===== src/rtl/alu_seq.sv =====
// alu_seq: sequential ALU with single-cycle logic/arith ops and an iterative shift-add multiplier
module alu_seq #(
    parameter int W = 8
) (
    input  logic         clk,
    input  logic         reset,
    input  logic         start,
    input  logic [3:0]   alu_cmd,
    input  logic [W-1:0] inA,
    input  logic [W-1:0] inB,
    output logic [W-1:0] rslt,
    output logic         zero,
    output logic         carry,
    output logic         err,
    output logic         busy,
    output logic         done
);
    typedef enum logic {IDLE, MULT} state_t;
    localparam int CW = (W > 1) ? $clog2(W) : 1;
    localparam logic [W-1:0] W_V = W'(W);
    state_t         state;
    logic [CW-1:0]  cnt;
    logic [W-1:0]   mcand;
    logic [2*W-1:0] prod;
    logic [2*W-1:0] prod_nxt;
    logic [W:0]     sum;
    logic           mulh;
    logic [W-1:0]   m_hi;
    logic [W-1:0]   m_rslt;
    logic [W:0]     add_w;
    logic [W-1:0]   s_rslt;
    logic           s_carry;
    logic           s_err;
    logic           is_mul;
    logic           last;
    // single-cycle result straight from the live operands, used only on the accepting edge
    always_comb begin
        add_w   = {1'b0, inA} + {1'b0, inB};
        s_rslt  = '0;
        s_carry = 1'b0;
        s_err   = 1'b0;
        case (alu_cmd)
            4'b0000: s_rslt = inA & inB;
            4'b0001: begin
                s_rslt  = add_w[W-1:0];
                s_carry = add_w[W];
            end
            4'b0010: s_rslt = inA ^ inB;
            4'b0011: s_rslt = W'(inA != inB);
            4'b0100: s_rslt = (inB >= W_V) ? '0 : inA << inB;
            4'b0101: s_rslt = (inB >= W_V) ? '0 : inA >> inB;
            4'b0110: begin
                s_rslt  = inA - inB;
                s_carry = inA >= inB;
            end
            4'b0111: s_rslt = inA | inB;
            4'b1000, 4'b1001: s_rslt = '0;
            default: s_err = 1'b1;
        endcase
    end
    // one shift-add step: low half holds the remaining multiplier bits, high half the partial sum
    always_comb begin
        is_mul   = alu_cmd[3:1] == 3'b100;
        last     = cnt == CW'(W - 1);
        sum      = {1'b0, prod[2*W-1:W]} + {1'b0, mcand & {W{prod[0]}}};
        prod_nxt = {sum, prod[W-1:1]};
        m_hi     = prod_nxt[2*W-1:W];
        m_rslt   = mulh ? m_hi : prod_nxt[W-1:0];
    end
    // control FSM with registered result, flags, busy and done
    always_ff @(posedge clk) begin
        if (reset) begin
            state <= IDLE;
            cnt   <= '0;
            prod  <= '0;
            mcand <= '0;
            mulh  <= 1'b0;
            rslt  <= '0;
            zero  <= 1'b0;
            carry <= 1'b0;
            err   <= 1'b0;
            busy  <= 1'b0;
            done  <= 1'b0;
        end else begin
            done <= 1'b0;
            case (state)
                IDLE: begin
                    if (start && is_mul) begin
                        state <= MULT;
                        busy  <= 1'b1;
                        cnt   <= '0;
                        prod  <= {{W{1'b0}}, inB};
                        mcand <= inA;
                        mulh  <= alu_cmd[0];
                    end else if (start) begin
                        rslt  <= s_rslt;
                        zero  <= s_rslt == '0;
                        carry <= s_carry;
                        err   <= s_err;
                        done  <= 1'b1;
                    end
                end
                MULT: begin
                    prod <= prod_nxt;
                    cnt  <= last ? '0 : cnt + CW'(1);
                    if (last) begin
                        state <= IDLE;
                        busy  <= 1'b0;
                        done  <= 1'b1;
                        rslt  <= m_rslt;
                        zero  <= m_rslt == '0;
                        carry <= |m_hi;
                        err   <= 1'b0;
                    end
                end
                default: state <= IDLE;
            endcase
        end
    end
endmodule


===== config.mk =====
export PLATFORM = sky130hd
export DESIGN_NAME = alu_seq
export DESIGN_NICKNAME = d
export VERILOG_FILES = /design/src/rtl/alu_seq.sv
export SDC_FILE = /design/constraint.sdc
export NUM_CORES = 1
export LEC_CHECK = 0
export ABC_AREA = 1
export CAP_MARGIN = 20
export CORE_ASPECT_RATIO = 0.8
export CORE_MARGIN = 2
export CORE_UTILIZATION = 30
export CTS_CLUSTER_SIZE = 10
export DETAILED_ROUTE_END_ITERATION = 10
export PLACE_DENSITY = 0.46
export SLEW_MARGIN = 15
export SYNTH_ARGS = -nofsm -noshare
export SYNTH_HDL_FRONTEND = slang
export SYNTH_SLANG_ARGS = --single-unit
export TNS_END_PERCENT = 5

===== constraint.sdc =====
create_clock -name clk -period 3.4 [get_ports clk]
set_clock_uncertainty 0.15 [all_clocks]
set_input_delay 0.51 -clock clk [delete_from_list [all_inputs] [get_ports clk]]
set_output_delay 0.51 -clock clk [all_outputs]
set_load 0.1 [all_outputs]

### Word level (Yosys, flattened, before mapping)

Index checks and enable logic that the tools add are counted.

| cells by class | value |
|---|---|
| $add $sub $neg | 4 |
| $lt $le $gt $ge | 2 |
| equality and inequality tests | 16 |
| shifts and indexed selects | 2 |
| multiplexer cells | 36 |
| bitwise operators | 5 |
| reduce and logical (&&, ||, !) cells | 9 |

Operators with widths:

| kind | number |
|---|---|
| 8-bit case mux with 8 select lines | 1 |
| 8-bit 2-to-1 mux | 6 |
| 16-bit case mux with 2 select lines | 1 |
| 8-bit by 8-bit adder with 9-bit output | 2 |
| 8-bit bitwise AND | 2 |
| 4-bit by 3-bit == test with 1-bit output (second input constant) | 4 |
| 8-bit zero test | 2 |
| 1-bit 2-to-1 mux | 16 |
| 16-bit 2-to-1 mux | 1 |
| 8-bit case mux with 2 select lines | 1 |
| 1-bit case mux with 2 select lines | 7 |
| 10-bit OR reduction | 1 |
| 4-bit by 2-bit == test with 1-bit output (second input constant) | 2 |
| 4-bit == test (second input constant) | 2 |
| 8-bit by 4-bit >= comparator with 1-bit output (second input constant) | 1 |
| 8-bit >= comparator | 1 |
| 8-bit inequality test | 1 |
| 8-bit OR | 1 |
| 8-bit OR reduction | 1 |
| 8-bit by 8-bit << shifter with 8-bit output | 1 |
| 8-bit by 8-bit right shift with 8-bit output | 1 |
| 8-bit subtractor | 1 |
| 8-bit XOR | 1 |
| 3-bit == test (second input constant) | 2 |
| 11 further kinds | 15 |

| storage, ports and cells | value |
|---|---|
| register bits after elaboration | 42 |
| input bits | 23 |
| output and inout bits | 13 |
| logic and storage cells | 85 |

### Longest topological paths before layout

| depth | value |
|---|---|
| depth in word-level cells | 7 |
| gate-level depth with buffers | 18 |
| mapped depth without buffers | 17 |

### Worst setup path before layout

OpenSTA, ideal clock, no wires.

| path | value |
|---|---|
| kind | input port to flip-flop |
| from | input port inB[2] |
| to | register zero |
| library setup time | 56 ps |
| arrival time | 2,287 ps |
| required time | 3,194 ps |
| setup slack | 907 ps |
| stages on the path | 16 |
| path buffers | 2 |
| cells stage by stage | clkbuf_1 inv_1 ha_1 buf_4 or2_2 nand2_1 nor2_1 a21oi_1 nand4_1 a21oi_1 nand2_1 nor2_1 nand3_1 nand3_1 nand2_1 inv_1 |

| between the ends | value |
|---|---|
| longest elaborated chain between the ends | 7 |
| elaborated cells on any way between the ends | 16 |
| classes of those cells | add/sub: 2; order compare: 1; eq/ne: 1; shift: 2; mux: 6; bitwise: 3; reduce/logical: 1 |

Ends and longest elaborated chain:

| item | RTL line | RTL |
|---|---|---|
| from (decl) | 10 | `input logic [W-1:0] inB,` |
| 8-bit by 4-bit >= comparator with 1-bit output (tied with other cells) | 50, 51 |  |
| 8-bit 2-to-1 mux, on equally long branches | 51, 50 |  |
| 8-bit case mux with 8 select lines * | 42 | `case (alu_cmd)` |
| 8-bit zero test * | 97 | `zero <= s_rslt == '0;` |
| 1-bit 2-to-1 mux * | 95 | `end else if (start) begin` |
| 1-bit 2-to-1 mux * | 88 | `if (start && is_mul) begin` |
| 1-bit case mux with 2 select lines * | 86 | `case (state)` |
| to (signal assigned) | 79 | `zero <= 1'b0;` |
| to (signal assigned) | 97 |  |
| to (signal assigned) | 111 | `zero <= m_rslt == '0;` |
| to (decl) | 12 | `output logic zero,` |

Mark *: on every way between the ends. The rest lies on a longest branch, timed or not. The select of a mux whose other input is x is not followed.
A chain may end at the register's enable or synchronous reset.

### Final worst setup path

| path | value |
|---|---|
| from | input port inA[3] |
| to | register carry |

| between the ends | value |
|---|---|
| longest elaborated chain between the ends | 5 |
| elaborated cells on any way between the ends | 6 |
| classes of those cells | add/sub: 1; order compare: 1; mux: 4 |

Ends and longest elaborated chain:

| item | RTL line | RTL |
|---|---|---|
| from (decl) | 9 | `input logic [W-1:0] inA,` |
| 8-bit by 8-bit adder with 9-bit output or 8-bit >= comparator (tied branches) | 38, 54 |  |
| 1-bit case mux with 2 select lines * | 42 |  |
| 1-bit 2-to-1 mux * | 95 |  |
| 1-bit 2-to-1 mux * | 88 |  |
| 1-bit case mux with 2 select lines * | 86 |  |
| to (signal assigned) | 98 | `carry <= s_carry;` |
| to (signal assigned) | 112 | `carry <= \|m_hi;` |
| to (decl) | 13 | `output logic carry,` |

Marked as above.

==> metrics.txt <==
vias in the first global route 4004; dpl cell area 4628 sq um; warnings from Yosys 0; DIE WIDTH 131.7 microns; largest net degree at the start of global routing 24; synthesized area 3911 sq um; final count of pins violating max slew 0; Synth Area in Compound Gates 0.1558; row cnt 37; first-pass GRT wire length 21750 microns; clock buffer depth 2; mux share of post-synthesis cell area 0; length of the first detailed-routing pass in iterations 6; #FFs+latches synth 42; status complete, no violations; Seq/Total Area, Yosys 0.2150; post-CTS setup buffers 0; synth-to-layout area growth 22.65%; Area contributors post-synth dfxtp_1, nand2_1, ha_1; post-route cell area 4797 sq um; commonest cells after routing, fill and taps aside nand2_1, inv_1, nand3_1; Post-route DRC 0; setup_tns 0 ns; Hold WC Path Type reg2reg; Startpoint Class input pin; Avg Cell Area, Syn 6.092 sq um; cts hold-fix bufs 0; Num CTS Buffers 5; cell mode on critical path inv_1; post-DP HPWL 11320 microns; overall routing resource usage 0.1985; Adder-Cell Fraction of Synth Area 0.1273; worst vdd ir 0.2004 mV; worst endpoint required time 3.44 ns; highest clock rate 331.7 MHz; H-tree depth 2; post-synth top area share 0.2150; most used flip-flop cell after synthesis dfxtp_1; RD Place Congestion 0.9560; Worst Setup Slack post-DPL 0.1151 ns; total congestion overflow 0; Initial DRC Count 459; clock-pin slew on the worst setup and hold paths 0.06 ns; commonest non-fill, non-tap cell in the layout nand2_1; diodes inserted 0; worst relative slew slack 0.3494; share of cells above drive strength 1 0.09143; Die Y 106.1 microns; Leakage 2.394 nW; period utilisation layout 0.8867; Core Area 12780 sq um; sequential cell area 840.8 sq um; via count 4347; post-synth cell types 33; critical path's top delay family compound AO/OA/AOI/OAI gates; CP endpoint kind flop; Layout Nets 760; drt via density 4.968; cell taking the most area after synthesis dfxtp_1; multi-input logic area 2643 sq um; wire length per cell 15.74 microns; count of final setup violators 0; antenna viol nets, final 0; Worst path max stage delay 0.58 ns; cells after synthesis 642; initial cell density of the core 0.3061; Buffers on Ports 35; Critical path buffers and inverters 4; RSZ-0062 raised after global routing no; latest clock arrival within the worst-skew pair 0.29 ns; Ports 36; FILL cells 1445; final hold vios 0; final worst slack 0.3853 ns; Tmin final 3.015 ns; combinational family with the most area after synthesis simple AND/OR/NAND/NOR gates; crit path cell chain clkdlybuf4s50_1 -> inv_1 -> ha_1 -> a21oi_1 -> inv_1 -> nand2_1 -> nand3_1 -> and2_1 -> o21ai_0 -> a21oi_1 -> o21ai_0 -> nand4_1 -> nand2_1 -> inv_1; root buf cell clkbuf_16; Worst path slowest cell clkdlybuf4s50_1; max cap viols 0; Crit Path Max Fanout 10; number of synthesized flops with an enable pin 0; Critical Path AT 3.05 ns; Crit Path Category in2reg; CTS tree yes; clk sink count 42; initial antenna violation count 0; Post-Syn Nets 703; ys async rst share 0; Post-Route WL 13780 microns; Worst Max-Slew Pin Slew 0.9729 ns; post_cts resized 0; PwrDens 309.9 nW/um^2; Post-Synth XOR/XNOR Area 0.01120; post-synthesis simple-gate area fraction 0.3813; die area 13970 sq um
==> final cells by class <==
class / count / area share
inverters: 92 / 0.07199
flip-flops and latches: 42 / 0.1753
multi-input cells: 491 / 0.5509
clock buffers: 5 / 0.02608
well taps: 175 / 0.04564
clock inverters: 3 / 0.009129
repair buffers: 67 / 0.1210
==> registers in the layout, summed over array words and instances (netlist names), 3 cells and up <==
register  flops
rslt          8
prod         16
cnt           3
mcand         8
==> worst min-delay path: stages, from the launching register on <==
cell and delay (ns):
dfxtp_1 0.31, nand2_1 0.06, nand2_1 0.04
==> power by group <==
group / internal, mW / switching (mW)
Sequential: 0.508 / 0.0115
Clock: 0.348 / 0.199
Combinational: 0.138 / 0.283
==> cells by family after synthesis <==
family                     after synthesis
DFF                                     42
and+or+nand+nor                        336
buffers and inverters                  109
AOI/OAI and AO/OA                      112
adders and majority gates               38
xor gates and xnor gates                 5
==> path summary, 6_finish.rpt <==
kind | start | to | slack, ns | depth (start not counted)
min reg2reg | rslt[7] | rslt[7] | 0.30 | 2
min | rslt[7] | rslt[7] | 0.30 | 2
max | inA[3] | carry | 0.39 | 14
max reg2reg | prod[0] | zero | 0.76 | 17
==> metal layers <==
layer / vias up / track usage / share of wire
li1: 2212 / - / -
met1: 1967 / 0.3063 / 0.52
met2: 159 / 0.2917 / 0.41
met3: 9 / 0.03338 / 0.068
met4: 0 / 0.02795 / 0.0060
met5: - / 0 / 0
==> through the flow <==
step / hold slack, ns / power, mW / instances / util
global placement: 0.2894 / 0.9469 / 867 / 0.3622
CTS: 0.3046 / 1.498 / 875 / 0.3754
detailed placement: 0.2929 / 0.9441 / 867 / 0.3622
global route: 0.3223 / 1.566 / 875 / 0.3754
finish: 0.3017 / 1.486 / 875 / 0.3754
floorplan: 0.2827 / 0.7879 / 642 / -
==> synth_stat cells (2+ instances only) <==
| library cell | number |
|---|---|
| clkbuf_1 | 6 |
| nand2_2 | 2 |
| or2_2 | 4 |
| buf_2 | 9 |
| dfxtp_1 | 42 |
| a21oi_1 | 52 |
| o22ai_1 | 4 |
| o211ai_1 | 2 |
| nand2_1 | 175 |
| ha_1 | 35 |
| fa_1 | 3 |
| nor3_1 | 6 |
| nor2_2 | 7 |
| clkinv_1 | 2 |
| inv_1 | 89 |
| nand3_1 | 73 |
| and2_1 | 3 |
| o21ai_0 | 38 |
| nor2_1 | 42 |
| nand4_1 | 15 |
| nand3b_1 | 2 |
| nor2_4 | 5 |
| xor2_1 | 5 |
| buf_4 | 2 |
| o21bai_1 | 3 |
| a32o_1 | 2 |
| a31oi_1 | 8 |
Note: power is estimated with default switching activity, not from simulation.
